==> src/rtl/spwtcr_rx_ds_oversampler.sv <==
// SpaceWire Data/Strobe receiver: oversamples D/S on clk_sys, recovers bits from D^S edges
// and deserialises them into WORD_W-bit words. Optional macro RX_RATE_MEAS_EN adds bit_period.
module spwtcr_rx_ds_oversampler #(
    parameter int SYNC_STAGES  = 2,
    parameter int WORD_W       = 2,
    parameter int DISC_TIMEOUT = 85
) (
    input  logic              clk_sys,
    input  logic              rst_sys,
    input  logic              Din,
    input  logic              Sin,
    input  logic              rx_enable,
    output logic [WORD_W-1:0] bit_word,
    output logic              bit_valid,
    output logic              got_bit,
    output logic              disconnect,
    output logic              ds_error,
    output logic              clk_rx
`ifdef RX_RATE_MEAS_EN
    ,
    output logic [15:0]       bit_period
`endif
);

    localparam int CNT_W = $clog2(WORD_W + 1);
    localparam int TO_W  = $clog2(DISC_TIMEOUT + 1);
    localparam logic [CNT_W-1:0] WORD_FULL = CNT_W'(WORD_W);
    localparam logic [TO_W-1:0]  TO_LIMIT  = TO_W'(DISC_TIMEOUT);

    typedef enum logic [1:0] {
        DISABLED,
        WAIT_FIRST,
        RUN,
        DISCONNECTED
    } state_t;

    state_t state_reg, state_next;

    logic [SYNC_STAGES-1:0] d_sync_reg, s_sync_reg;
    logic [SYNC_STAGES-1:0] d_sync_next, s_sync_next;
    logic                   d_p_reg, s_p_reg;
    logic                   d_s, s_s;
    logic                   d_chg, s_chg, valid_tr, both_tr;
    logic                   timeout_hit, active, shift_en, err_en;
    logic [WORD_W-1:0]      sr_reg, sr_next;
    logic [CNT_W-1:0]       bit_cnt_reg, cnt_base;
    logic [TO_W-1:0]        to_cnt_reg;

    genvar gi;
    generate
        for (gi = 0; gi < SYNC_STAGES; gi++) begin : g_sync
            if (gi == 0) begin : g_first
                assign d_sync_next[gi] = Din;
                assign s_sync_next[gi] = Sin;
            end else begin : g_rest
                assign d_sync_next[gi] = d_sync_reg[gi-1];
                assign s_sync_next[gi] = s_sync_reg[gi-1];
            end
        end

        // New bits enter at the top so the first bit of a word lands in bit 0.
        if (WORD_W == 1) begin : g_sr_single
            assign sr_next = d_s;
        end else begin : g_sr_multi
            assign sr_next = {d_s, sr_reg[WORD_W-1:1]};
        end
    endgenerate

    assign d_s      = d_sync_reg[SYNC_STAGES-1];
    assign s_s      = s_sync_reg[SYNC_STAGES-1];
    assign d_chg    = (d_s != d_p_reg);
    assign s_chg    = (s_s != s_p_reg);
    assign valid_tr = d_chg ^ s_chg;
    assign both_tr  = d_chg & s_chg;

    assign timeout_hit = (state_reg == RUN) && (to_cnt_reg == TO_LIMIT);
    assign active      = rx_enable &&
                         ((state_reg == WAIT_FIRST) || ((state_reg == RUN) && !timeout_hit));
    assign shift_en    = active && valid_tr;
    assign err_en      = active && both_tr;
    assign cnt_base    = (bit_cnt_reg == WORD_FULL) ? '0 : bit_cnt_reg;

    always_comb begin
        state_next = state_reg;
        if (!rx_enable) begin
            state_next = DISABLED;
        end else begin
            case (state_reg)
                DISABLED:     state_next = WAIT_FIRST;
                WAIT_FIRST:   if (valid_tr) state_next = RUN;
                RUN:          if (timeout_hit) state_next = DISCONNECTED;
                DISCONNECTED: state_next = DISCONNECTED;
                default:      state_next = DISABLED;
            endcase
        end
    end

    always_ff @(posedge clk_sys) begin
        if (rst_sys) begin
            state_reg <= DISABLED;
        end else begin
            state_reg <= state_next;
        end
    end

    always_ff @(posedge clk_sys) begin
        if (rst_sys) begin
            d_sync_reg  <= '0;
            s_sync_reg  <= '0;
            d_p_reg     <= 1'b0;
            s_p_reg     <= 1'b0;
            clk_rx      <= 1'b0;
            ds_error    <= 1'b0;
            bit_valid   <= 1'b0;
            bit_word    <= '0;
            got_bit     <= 1'b0;
            disconnect  <= 1'b0;
            sr_reg      <= '0;
            bit_cnt_reg <= '0;
            to_cnt_reg  <= '0;
        end else begin
            d_sync_reg <= d_sync_next;
            s_sync_reg <= s_sync_next;
            d_p_reg    <= d_s;
            s_p_reg    <= s_s;
            clk_rx     <= d_s ^ s_s;
            ds_error   <= err_en;
            bit_valid  <= 1'b0;

            if (!rx_enable || (state_reg == DISABLED)) begin
                got_bit     <= 1'b0;
                disconnect  <= 1'b0;
                sr_reg      <= '0;
                bit_cnt_reg <= '0;
                to_cnt_reg  <= '0;
            end else begin
                if (shift_en) begin
                    sr_reg  <= sr_next;
                    got_bit <= 1'b1;
                end
                bit_cnt_reg <= cnt_base + CNT_W'(shift_en);

                // A full count means the word completed on the previous edge.
                if ((state_reg == RUN) && (bit_cnt_reg == WORD_FULL)) begin
                    bit_word  <= sr_reg;
                    bit_valid <= 1'b1;
                end

                if (state_reg == RUN) begin
                    if (valid_tr || both_tr) begin
                        to_cnt_reg <= '0;
                    end else if (!timeout_hit) begin
                        to_cnt_reg <= to_cnt_reg + 1'b1;
                    end
                end

                if (timeout_hit) begin
                    disconnect <= 1'b1;
                end
            end
        end
    end

`ifdef RX_RATE_MEAS_EN
    logic [15:0] per_cnt_reg;
    logic [15:0] per_inc;

    assign per_inc = (per_cnt_reg == 16'hFFFF) ? 16'hFFFF : per_cnt_reg + 16'd1;

    always_ff @(posedge clk_sys) begin
        if (rst_sys) begin
            per_cnt_reg <= '0;
            bit_period  <= '0;
        end else if (!rx_enable || (state_reg == DISABLED)) begin
            per_cnt_reg <= '0;
            bit_period  <= '0;
        end else if (active) begin
            if (valid_tr) begin
                per_cnt_reg <= '0;
                // The transition that leaves WAIT_FIRST has no predecessor to measure against.
                if (state_reg == RUN) begin
                    bit_period <= per_inc;
                end
            end else if (state_reg == RUN) begin
                per_cnt_reg <= per_inc;
            end
        end
    end
`endif

endmodule

==> config.mk <==
export PLATFORM = sky130hd
export DESIGN_NAME = spwtcr_rx_ds_oversampler
export DESIGN_NICKNAME = d
export VERILOG_FILES = /design/src/rtl/spwtcr_rx_ds_oversampler.sv
export SDC_FILE = /design/constraint.sdc
export NUM_CORES = 1
export LEC_CHECK = 0
export CAP_MARGIN = 20
export CORE_MARGIN = 2
export CORE_UTILIZATION = 28
export DETAILED_ROUTE_END_ITERATION = 7
export DONT_BUFFER_PORTS = 1
export SLEW_MARGIN = 10
export SYNTH_ARGS = -nofsm -noshare
export SYNTH_HDL_FRONTEND = slang
export SYNTH_SLANG_ARGS = --single-unit
==> constraint.sdc <==
create_clock -name clk_sys -period 1.6 [get_ports clk_sys]
set_clock_uncertainty 0.05 [all_clocks]
set_input_delay 0.24 -clock clk_sys [delete_from_list [all_inputs] [get_ports clk_sys]]
set_output_delay 0.24 -clock clk_sys [all_outputs]
set_load 0.02 [all_outputs]
==> reports/results.md, run 1 <==
| Stage | Result | Value |
|---|---|---|
| routing | Detailed-routed wire length on met2 | 1540 um |
| routing | Number of optimization iterations in the first detailed-route pass | 4 |
| timing | Worst hold slack | 0.0486 ns |
| clocking | Worst-Skew Late Latency | 0.27 ns |
| power and ir drop | Total net switching power | 283 uW |
| power and ir drop | Proportion of total power due to net switching | 0.212 |
| clocking | Clk buf depth | 2 |
| synthesis | Count of state elements after synthesis | 26 |
| die | Area of the core | 0.00406 mm^2 |
| timing | Hold violation total from the final report | 0 |
| power and ir drop | IR drop worst, VDD | 416 uV |
| timing | Aggregate negative setup slack | -0.0787 ns |
| critical path | Kind of end point of the critical path | flop |
| grt | Antenna violations before repair | 0 |
| grt | Maximum number of pins on one net before global-route repair | 16 |
| routing | Count of nets left with antenna violations after detail routing | 0 |
| final layout | Number of diodes | 0 |
| critical path | Buffers plus inverters on the worst setup path | 0 |
| final layout | Share of final-layout standard cells stronger than drive strength 1 | 0.329 |
| routing | Vias after detailed routing | 1011 |
| routing | Wire length reported by the detailed router | 2800 um |
| die | Starting Density | 0.294 |
| power and ir drop | Design internal power | 1.05 mW |
| die | Height of the chip | 69.3 um |
| routing | Met3 wire length | 128 um |
| timing | Fraction of the cycle the final worst path needs | 1.05 |
| clocking | Maximum level of the CTS H-tree | 1 |
| place | Number of port buffers | 0 |
| critical path | Kind of critical path | flop to flop |
| critical path | Maximum fanout along the worst path | 4 |
| timing | Fmax | 596 MHz |
| synthesis | Share of synthesized registers carrying an async set or reset | 0 |
| synthesis | Number of enable-type register cells in the synthesized netlist | 0 |
| routing | DRC errors left | 0 |
| place | Cell count after placement | 194 |
| critical path | Cell-by-cell listing of the critical path | xor2_1 > ha_1 > nand2_2 > mux2_4 > a32oi_2 > a311oi_1 |
| status | Violations in the final reports | setup timing |
| place | Cell area after placement | 0.00141 mm^2 |
| timing | Setup Viol. Count Final | 1 |
| critical path | Worst setup path startpoint | d_sync_reg[1] |
| clocking | TritonCTS clock tree | yes |
| timing | Final setup margin | -0.0787 ns |
| synthesis | Average size of a mapped cell | 9.18 um^2 |
| grt | Wire length of the first global-routing pass | 4550 um |
| power and ir drop | Total power | 1.34 mW |
| synthesis | Post-synthesis instance area | 0.00119 mm^2 |
| synthesis | Count of synthesis-stage warnings from yosys | 0 |
| power and ir drop | Sequential cell fraction of total power | 0.501 |
| power and ir drop | Power share of the combinational group | 0.090 |
| critical path | Crit path DAT | 1.78 ns |
| routing | Routed via count divided by cell count | 5.00 |
| timing | Pins Over Slew Limit | 0 |
| clocking | Clock tree root buffer cell | clkbuf_8 |
| critical path | Required time of the critical path | 1.70 ns |
| timing | Time the final worst path needs with I/O delays and setup | 1.68 ns |
| final layout | Max reg flops | 7 |
| timing | Setup repair after global routing missed its margin | true |
| critical path | Sort of element at the start of the critical path | flop |
| grt | Via count of the first global-routing pass | 1032 |
| synthesis | Sequential fraction of the synthesis area | 0.436 |
| power and ir drop | Cell leakage power | 0.603 nW |
| final layout | Number of standard cells in the final layout excluding fillers | 202 |
| routing | Average wire per standard cell | 13.8 um |
| grt | Congestion Overflow GR | 0 |
| hold path | Launch instance of the worst min-delay path | Din |
| power and ir drop | Part of the power in the clock network | 0.409 |
| timing | Worst slew margin relative to its limit | 0.756 |
| die | I/O pins | 12 |
| power and ir drop | Power per standard cell area | 844 mW/mm^2 |
| routing | Wl on met1 | 1120 um |
| grt | Total routing resource utilization after global routing | 0.114 |
| routing | Detailed router's first-iteration violation count | 23 |
| synthesis | Unique masters post-synth | 41 |
| die | Die width | 69.3 um |
| die | Die area | 0.00480 mm^2 |
| routing | Uppermost layer routed | met4 |
| die | Number of rows in the core area | 23 |
| synthesis | Post-synthesis cell count | 130 |
| place | HPWL Detailed | 1880 um |
| clocking | Clock slew seen by the registers of the worst setup and hold paths | 0.09 ns |
| synthesis | Post-synth net total | 140 |
| place | Gpl congestion | 0.833 |
| final layout | Final instance area | 0.00158 mm^2 |
| final layout | Synthesis-to-layout area growth | 32.7% |
| timing | Transition time of the tightest slew-check pin | 0.365 ns |
| clocking | Clock buffers created by TritonCTS | 3 |
| flow run | Max capacitance violation total | 0 |
| synthesis | Main flop type after synthesis | dfxtp_1 |
| final layout | Net count reported at finish | 163 |
| critical path | Largest stage delay on the critical path | 0.34 ns |
| critical path | Reg-to-reg critical path startpoint | d_sync_reg[1] |
| clocking | Number of sinks driven by the clock tree | 26 |
| status | Result of the run | finished with violations |
| hold path | Class of the tightest hold or removal check | input pin to flop |
| critical path | Largest delay share family, worst path | flip-flops |
| critical path | Critical-path cell with the highest stage delay | dfxtp_2 |
[cell usage after synthesis, types with 2 or more instances]
cell / number / area (um^2)
a21oi_1: 5 / 25.0
a311oi_1: 2 / 17.5
a31oi_1: 2 / 12.5
and2b_1: 2 / 15.0
clkbuf_1: 2 / 7.51
dfxtp_1: 26 / 521
ha_1: 5 / 62.6
inv_1: 5 / 18.8
mux2i_1: 2 / 20.0
nand2_1: 10 / 37.5
nand3_1: 5 / 25.0
nand4b_1: 3 / 26.3
nor2_1: 17 / 63.8
nor2b_1: 7 / 43.8
o21ai_0: 4 / 20.0
or2b_1: 2 / 15.0
or4_1: 2 / 15.0
xnor2_1: 3 / 26.3
xor2_1: 4 / 35.0
[worst paths after layout]
kind,depth (start not counted),endpoint,slack (ns)
max,6,sr_reg[0],-0.08
min,1,d_sync_reg[0],0.05
max reg2reg,6,sr_reg[0],-0.08
min reg2reg,1,s_sync_reg[1],0.40
[power by group through the flow]
stage,clock [mW],combinational (mW),sequential (mW)
floorplan,0,0.0657,0.680
global placement,0,0.0971,0.682
detailed placement,0,0.0983,0.683
CTS,0.557,0.106,0.669
global route,0.585,0.133,0.671
finish,0.547,0.121,0.670
[per-layer routing]
layer  GRT usage  vias up
met5           0        -
met4      0.0261        0
met3      0.0334        2
met2       0.208       29
met1       0.128      485
li1            -      495
[stage by stage]
| step | util | worst slack, ns |
|---|---|---|
| after floorplan | - | -0.0378 |
| after global placement | 0.347 | -0.0395 |
| after detailed placement | 0.347 | -0.0916 |
| after CTS | 0.373 | -0.0863 |
| after global routing | 0.390 | -0.152 |
| final | 0.390 | -0.0787 |
[final cells by class]
cell class,count,area [um^2]
fill,393,2470
multi-input combinational,94,729
sequential,26,527
timing repair buffer,23,175
tap,50,62.6
clock buffer,3,41.3
clock inverter,1,30.0
inverter,5,18.8
[kinds of logic (layout without fill, tap and decap cells)]
kind of cell,Yosys count,after routing,share of synthesized area
flip-flops,26,26,0.436
adder cells (fa/ha/maj),5,5,0.0524
AO/OA/AOI/OAI,22,22,0.130
AND/OR/NAND/NOR,57,57,0.268
XOR/XNOR,7,7,0.0514
buffers and inverters,10,32,0.0356
multiplexers,3,3,0.0262
[timing repair]
| item | in CTS | in global routing |
|---|---|---|
| gates resized for setup | 5 | 9 |
| hold buffers | 1 | 0 |
| endpoints found under the hold margin | 10 | 0 |
| endpoints found under the setup margin | 4 | 8 |
| pin swaps | 6 | 2 |
| setup buffers | 1 | 2 |
[layout by cell type, fill, tap and decap left out, drive strengths merged, types with 3 or more instances in the layout]
cell,synthesis,routed
xor2,4,4
buf,2,22
nand4b,3,3
nand3,5,5
ha,5,5
nand2,10,10
nor2b,7,7
nor2,17,17
inv,5,5
clkbuf,3,3
o21ai,5,5
xnor2,3,3
a21oi,5,5
dfxtp,26,26
Power figures use the tool's default switching activity.
==> inputs of run 2 (changes only) <==
--- a/config.mk
+++ b/config.mk
@@ -6,10 +6,14 @@
 export NUM_CORES = 1
 export LEC_CHECK = 0
 export CAP_MARGIN = 20
+export CELL_PAD_IN_SITES_DETAIL_PLACEMENT = 1
+export CELL_PAD_IN_SITES_GLOBAL_PLACEMENT = 2
 export CORE_MARGIN = 2
 export CORE_UTILIZATION = 28
+export CTS_CLUSTER_DIAMETER = 40
 export DETAILED_ROUTE_END_ITERATION = 7
 export DONT_BUFFER_PORTS = 1
+export PLACE_DENSITY_LB_ADDON = 0.1
 export SLEW_MARGIN = 10
 export SYNTH_ARGS = -nofsm -noshare
 export SYNTH_HDL_FRONTEND = slang
==> constraint.sdc (replaced) <==
create_clock -name clk_sys -period 1.6 [get_ports clk_sys]
set_clock_uncertainty 0.05 [all_clocks]
set_input_delay 0.16 -clock clk_sys [delete_from_list [all_inputs] [get_ports clk_sys]]
set_output_delay 0.16 -clock clk_sys [all_outputs]
set_load 0.02 [all_outputs]
==> run 2 against run 1 <==
Effect of this change:
- the flow still finishes with violations (setup timing)
- fmax rose by 2.0%
- count of clock-buffer cells in the layout unchanged
- worst hold slack better by 0.071 ns
- sequential power about the same
- sequential share of layout area fell by 1.6 points
- largest power group unchanged
==> reports/results.md, run 2 (synthesized netlist as in run 1, its figures left out) <==
| Stage | Result | Value | Change |
|---|---|---|---|
| power and ir drop | Total net switching power | 288 uW | +1.8% |
| critical path | Kind of end point of the critical path | flop |  |
| timing | Time the final worst path needs with I/O delays and setup | 1.65 ns | -0.0321 ns |
| final layout | Synthesis-to-layout area growth | 40.6% |  |
| critical path | Critical-path cell with the highest stage delay | dfxtp_2 |  |
| clocking | Clock slew seen by the registers of the worst setup and hold paths | 0.09 ns | about the same |
| final layout | Max reg flops | 7 | unchanged |
| power and ir drop | IR drop worst, VDD | 314 uV | -25% |
| critical path | Number of cells on the worst reg-to-reg path | 9 | +3 |
| hold path | Class of the tightest hold or removal check | input pin to flop |  |
| power and ir drop | Power per standard cell area | 806 mW/mm^2 | -4.5% |
| timing | Setup repair after global routing missed its margin | true |  |
| clocking | TritonCTS clock tree | yes |  |
| critical path | Required time of the critical path | 1.72 ns | +0.02 ns |
| hold path | Endpoint of the worst hold-timing path | state_reg[0] |  |
| critical path | Maximum fanout along the worst path | 2 | -2 |
| timing | Transition time of the tightest slew-check pin | 0.361 ns | -0.00387 ns |
| clocking | Clock tree root buffer cell | clkbuf_8 |  |
| die | Starting Density | 0.294 | unchanged |
| critical path | Reg-to-reg critical path endpoint | bit_cnt_reg[1] |  |
| flow run | Max capacitance violation total | 0 | unchanged |
| grt | Total routing resource utilization after global routing | 0.133 | +0.0191 |
| status | Violations in the final reports | setup timing |  |
| place | Number of port buffers | 0 | unchanged |
| grt | Congestion Overflow GR | 0 | unchanged |
| power and ir drop | Total power | 1.35 mW | +1.1% |
| routing | Routed via count divided by cell count | 4.84 | -3.3% |
| die | Height of the chip | 69.3 um | unchanged |
| clocking | Maximum level of the CTS H-tree | 1 | unchanged |
| clocking | Number of sinks driven by the clock tree | 26 | unchanged |
| routing | Detailed router's first-iteration violation count | 28 | +22% |
| hold path | Launch instance of the worst min-delay path | rst_sys |  |
| timing | Fraction of the cycle the final worst path needs | 1.03 | -0.0201 |
| final layout | Final core occ | 0.414 | +0.0231 |
| critical path | Largest delay share family, worst path | compound AO/OA/AOI/OAI gates |  |
| critical path | Cell-by-cell listing of the critical path | inv_2 > ha_4 > nand4b_1 > o21ba_4 > a21oi_2 > nor2_1 > ha_2 > xor2_1 > nor2_1 |  |
| place | HPWL Detailed | 2220 um | +18% |
| routing | Number of optimization iterations in the first detailed-route pass | 3 | -1 |
| final layout | Net count reported at finish | 168 | +3.1% |
| die | I/O pins | 12 | unchanged |
| routing | Count of nets left with antenna violations after detail routing | 0 | unchanged |
| final layout | Number of diodes | 0 | unchanged |
| place | Gpl congestion | 0.781 | -6.2% |
| die | Number of rows in the core area | 23 | unchanged |
| timing | Pins Over Slew Limit | 0 | unchanged |
| die | Area of the core | 0.00406 mm^2 | unchanged |
| final layout | Share of final-layout standard cells stronger than drive strength 1 | 0.376 | +0.0468 |
| timing | Setup Viol. Count Final | 3 | +2 |
| power and ir drop | Cell leakage power | 0.622 nW | +3.2% |
| hold path | Hold depth | 2 | +1 |
| routing | Wire length reported by the detailed router | 2970 um | +6.3% |
| critical path | Buffers plus inverters on the worst setup path | 1 | +1 |
| grt | Antenna violations before repair | 0 | unchanged |
| power and ir drop | Power share of the combinational group | 0.100 | +0.010 |
| final layout | Most frequent cells in the layout | 24 x buf_4, 19 x dfxtp_1, 17 x nor2_1 |  |
| clocking | Worst-Skew Late Latency | 0.27 ns | about the same |
| routing | DRC errors left | 0 | unchanged |
| critical path | Crit path DAT | 1.77 ns | about the same |
| grt | Maximum number of pins on one net before global-route repair | 16 | unchanged |
| die | Die area | 0.00480 mm^2 | unchanged |
| status | Result of the run | finished with violations |  |
| timing | Worst slew margin relative to its limit | 0.758 | +0.00259 |
| final layout | Leading cell type in the layout, fill and taps excluded | buf_4 |  |
| grt | Via count of the first global-routing pass | 1095 | +6.1% |
| critical path | Reg-to-reg critical path startpoint | to_cnt_reg[1] |  |
| power and ir drop | Sequential cell fraction of total power | 0.496 | -0.005 |
| timing | Hold violation total from the final report | 0 | unchanged |
| routing | Vias after detailed routing | 1002 | -0.89% |
| power and ir drop | Proportion of total power due to net switching | 0.213 | +0.00148 |
| timing | Fmax | 607 MHz | +2.0% |
| critical path | Largest stage delay on the critical path | 0.33 ns | about the same |
| clocking | Clk buf depth | 2 | unchanged |
| power and ir drop | Design internal power | 1.06 mW | +0.92% |
| timing | Final setup margin | -0.0465 ns | +0.0321 ns |
| clocking | Clock buffers created by TritonCTS | 3 | unchanged |
| die | Die width | 69.3 um | unchanged |
| critical path | Most used cell, CP | nor2_1 |  |
| grt | Wire length of the first global-routing pass | 5120 um | +13% |
| critical path | Kind of critical path | flop to flop |  |
| routing | Average wire per standard cell | 14.4 um | +3.7% |
| critical path | Register-to-Register Setup Slack | -0.05 ns | +0.03 ns |
| critical path | Sort of element at the start of the critical path | flop |  |
| power and ir drop | Part of the power in the clock network | 0.404 | -0.005 |
run 2: how the worst max path moves through the flow:
stage / start / endpoint / slack, ns / cells past startpoint
6_report: to_cnt_reg[1] / bit_cnt_reg[1] / -0.05 / 9
5_1_grt: to_cnt_reg[1] / bit_cnt_reg[1] / -0.15 / 9
4_1_cts: s_p_reg / sr_reg[0] / -0.11 / 6
3_5_place_dp: s_sync_reg[1] / sr_reg[0] / -0.16 / 6
3_3_place_gp: s_sync_reg[1] / sr_reg[0] / -0.14 / 6
2_1_floorplan: s_sync_reg[1] / sr_reg[0] / -0.04 / 6
run 2: metrics by stage:
stage | area (um^2) | worst slack (ns) | setup TNS [ns] | std cells | hold slack, ns
6_report | 1680 | -0.0465 | -0.108 | 207 | 0.120
4_1_cts | 1580 | -0.109 | -0.215 | 207 | 0.111
3_5_place_dp | 1430 | -0.156 | -0.324 | 197 | 0.181
3_3_place_gp | 1430 | -0.139 | -0.217 | 197 | 0.177
2_1_floorplan | 1230 | -0.0378 | -0.0613 | 130 | 0.189
5_1_grt | 1680 | -0.153 | -0.342 | 207 | 0.126
run 2: area by class of cell:
type                    instances  area, um^2
clock buffers                   3        41.3
clock inverters                 1        30.0
fillers                       465        2380
inverters                       5        18.8
multi-input cells              94         773
flip-flops and latches         26         532
well taps                      50        62.6
repair buffers                 28         220
run 2: routing by layer:
layer	GRT usage	part of all wire
met3	0.0218	0.019
met1	0.173	0.46
met5	0	0
met2	0.220	0.51
met4	0.0479	0.014
run 2: power groups by stage:
stage               registers (mW)  clock network, mW  logic, mW
CTS                          0.669              0.572      0.118
floorplan                    0.680                  0     0.0657
global route                 0.673              0.595      0.151
global placement             0.684                  0      0.102
detailed placement           0.685                  0      0.100
finish                       0.671              0.547      0.135
run 2: what timing repair did:
action,CTS,global route
setup buffers,2,2
gates resized for setup,6,18
hold endpoints to repair,11,0
hold buffers,4,0
pin swaps,10,13
setup endpoints to repair,5,12
==> inputs of run 3 (changes only) <==
==> constraint.sdc (replaced) <==
create_clock -name clk_sys -period 1.4 [get_ports clk_sys]
set_clock_uncertainty 0.05 [all_clocks]
set_input_delay 0.14 -clock clk_sys [delete_from_list [all_inputs] [get_ports clk_sys]]
set_output_delay 0.14 -clock clk_sys [all_outputs]
set_load 0.02 [all_outputs]
==> run 3 against run 2 <==
Effect of this change:
- the run still ends with setup timing left
- critical path type unchanged
- fmax down 2.7%
- die area unchanged
- combinational power up 58%
- highest routed layer unchanged
==> reports/results.md, run 3 (synthesized netlist as in run 1, its figures left out) <==
| Stage | Result | Value | Change |
|---|---|---|---|
| place | Gpl congestion | 0.741 | -5.1% |
| critical path | Sort of element at the start of the critical path | flop |  |
| timing | Worst slew margin relative to its limit | 0.749 | -0.00871 |
| power and ir drop | Total power | 1.63 mW | +20% |
| timing | Pins Over Slew Limit | 0 | unchanged |
| grt | Wire length of the first global-routing pass | 5660 um | +11% |
| clocking | Worst-Skew Late Latency | 0.28 ns | about the same |
| final layout | Final core occ | 0.453 | +0.0392 |
| critical path | Crit path DAT | 1.82 ns | +0.05 ns |
| routing | Wire length reported by the detailed router | 3470 um | +17% |
| grt | Maximum number of pins on one net before global-route repair | 16 | unchanged |
| power and ir drop | Cell leakage power | 0.719 nW | +16% |
| final layout | Leading cell type in the layout, fill and taps excluded | buf_4 |  |
| power and ir drop | Power per standard cell area | 885 mW/mm^2 | +9.8% |
| timing | Setup repair after global routing missed its margin | true |  |
| critical path | Register-to-Register Setup Slack | -0.29 ns | -0.24 ns |
| routing | Detailed router's first-iteration violation count | 15 | -46% |
| place | HPWL Detailed | 2440 um | +10% |
| final layout | Net count reported at finish | 182 | +8.3% |
| hold path | Class of the tightest hold or removal check | input pin to flop |  |
| routing | DRC errors left | 0 | unchanged |
| timing | Setup Viol. Count Final | 14 | +11 |
| routing | Average wire per standard cell | 15.7 um | +9.4% |
| timing | Time the final worst path needs with I/O delays and setup | 1.69 ns | +0.0449 ns |
| power and ir drop | IR drop worst, VDD | 704 uV | +120% |
| critical path | Number of cells on the worst reg-to-reg path | 8 | -1 |
| status | Violations in the final reports | setup timing |  |
| final layout | Max reg flops | 7 | unchanged |
| clocking | Clk buf depth | 2 | unchanged |
| critical path | Maximum fanout along the worst path | 2 | unchanged |
| grt | Total routing resource utilization after global routing | 0.152 | +0.0190 |
| final layout | Number of diodes | 0 | unchanged |
| die | Number of rows in the core area | 23 | unchanged |
| clocking | TritonCTS clock tree | yes |  |
| place | Pre-CTS setup slack | -0.359 ns | -0.202 ns |
| grt | Antenna violations before repair | 0 | unchanged |
| final layout | Synthesis-to-layout area growth | 53.9% |  |
| clocking | Clock slew seen by the registers of the worst setup and hold paths | 0.10 ns | about the same |
| die | Area of the core | 0.00406 mm^2 | unchanged |
| final layout | Share of final-layout standard cells stronger than drive strength 1 | 0.468 | +0.0920 |
| die | Height of the chip | 69.3 um | unchanged |
| timing | Worst hold slack | 0.0564 ns | -0.0636 ns |
| routing | Number of optimization iterations in the first detailed-route pass | 2 | -1 |
| timing | Final setup margin | -0.291 ns | -0.245 ns |
| critical path | Required time of the critical path | 1.53 ns | -0.19 ns |
| grt | Via count of the first global-routing pass | 1162 | +6.1% |
| timing | Hold violation total from the final report | 0 | unchanged |
| hold path | Hold depth | 2 | unchanged |
| status | Result of the run | finished with violations |  |
| timing | Fmax | 591 MHz | -2.7% |
| clocking | Maximum level of the CTS H-tree | 1 | unchanged |
| critical path | Kind of critical path | flop to flop |  |
| routing | Vias after detailed routing | 1105 | +10% |
| grt | Congestion Overflow GR | 0 | unchanged |
| place | Number of port buffers | 0 | unchanged |
| timing | Fraction of the cycle the final worst path needs | 1.21 | +0.179 |
| clocking | Clock buffers created by TritonCTS | 3 | unchanged |
| clocking | Clock tree root buffer cell | clkbuf_8 |  |
| timing | Transition time of the tightest slew-check pin | 0.375 ns | +0.0134 ns |
| flow run | Max capacitance violation total | 0 | unchanged |
| die | Starting Density | 0.294 | unchanged |
| clocking | Number of sinks driven by the clock tree | 26 | unchanged |
| routing | Routed via count divided by cell count | 5.00 | +3.3% |
| critical path | Kind of end point of the critical path | flop |  |
| die | Die width | 69.3 um | unchanged |
| die | I/O pins | 12 | unchanged |
| die | Die area | 0.00480 mm^2 | unchanged |
| routing | Count of nets left with antenna violations after detail routing | 0 | unchanged |
| final layout | Most frequent cells in the layout | 36 x buf_4, 19 x dfxtp_1, 16 x nor2_1 |  |
-- run 3: area by class of cell --
type,count,area (um^2)
timing repair buffer,42,333
sequential,26,529
inverter,5,18.8
fill,445,2220
clock buffer,3,41.3
clock inverter,1,30.0
tap,50,62.6
multi-input combinational,94,822
-- run 3: stage by stage --
step	TNS [ns]	cells	cell area (um^2)
3_3_place_gp	-1.41	206	1510
6_report	-1.76	221	1840
3_5_place_dp	-2.05	206	1510
5_1_grt	-2.65	221	1840
2_1_floorplan	-0.793	130	1240
4_1_cts	-1.38	218	1740
-- run 3: worst paths after layout --
check,startpoint,to
hold / removal,rx_enable,bit_valid
hold reg to reg,d_sync_reg[0],d_sync_reg[1]
setup / recovery,to_cnt_reg[1],bit_cnt_reg[0]
setup reg to reg,to_cnt_reg[1],bit_cnt_reg[0]
-- run 3: power by group --
part           switching [mW]  leakage (nW)  internal, mW  total (mW)
clock                   0.264        0.0357         0.383       0.647
sequential             0.0134         0.214         0.753       0.766
combinational          0.0988         0.469         0.114       0.213
-- run 3: critical path: stages, from the launching register on --
cell and delay (ns):
dfxtp_2 0.34, inv_2 0.08, ha_4 0.13, nand4b_1 0.14, o21ba_4 0.26, a21oi_4 0.14
nor2_1 0.06, ha_2 0.25, and2_1 0.13
-- run 3: layer usage --
metal,global-route usage,routed length [um],up-vias
met4,0.0588,101,0
li1,-,-,536
met1,0.148,1320,542
met3,0.0407,109,10
met5,0,0,-
met2,0.298,1940,17
-- run 3: repair_timing --
item / in CTS / in global routing
hold buffers: 4 / 0
gates cloned: 0 / 0
endpoints found under the hold margin: 11 / 0
pin swaps: 12 / 11
buffers inserted: 5 / 4
resized for setup: 22 / 14
endpoints found under the setup margin: 14 / 15
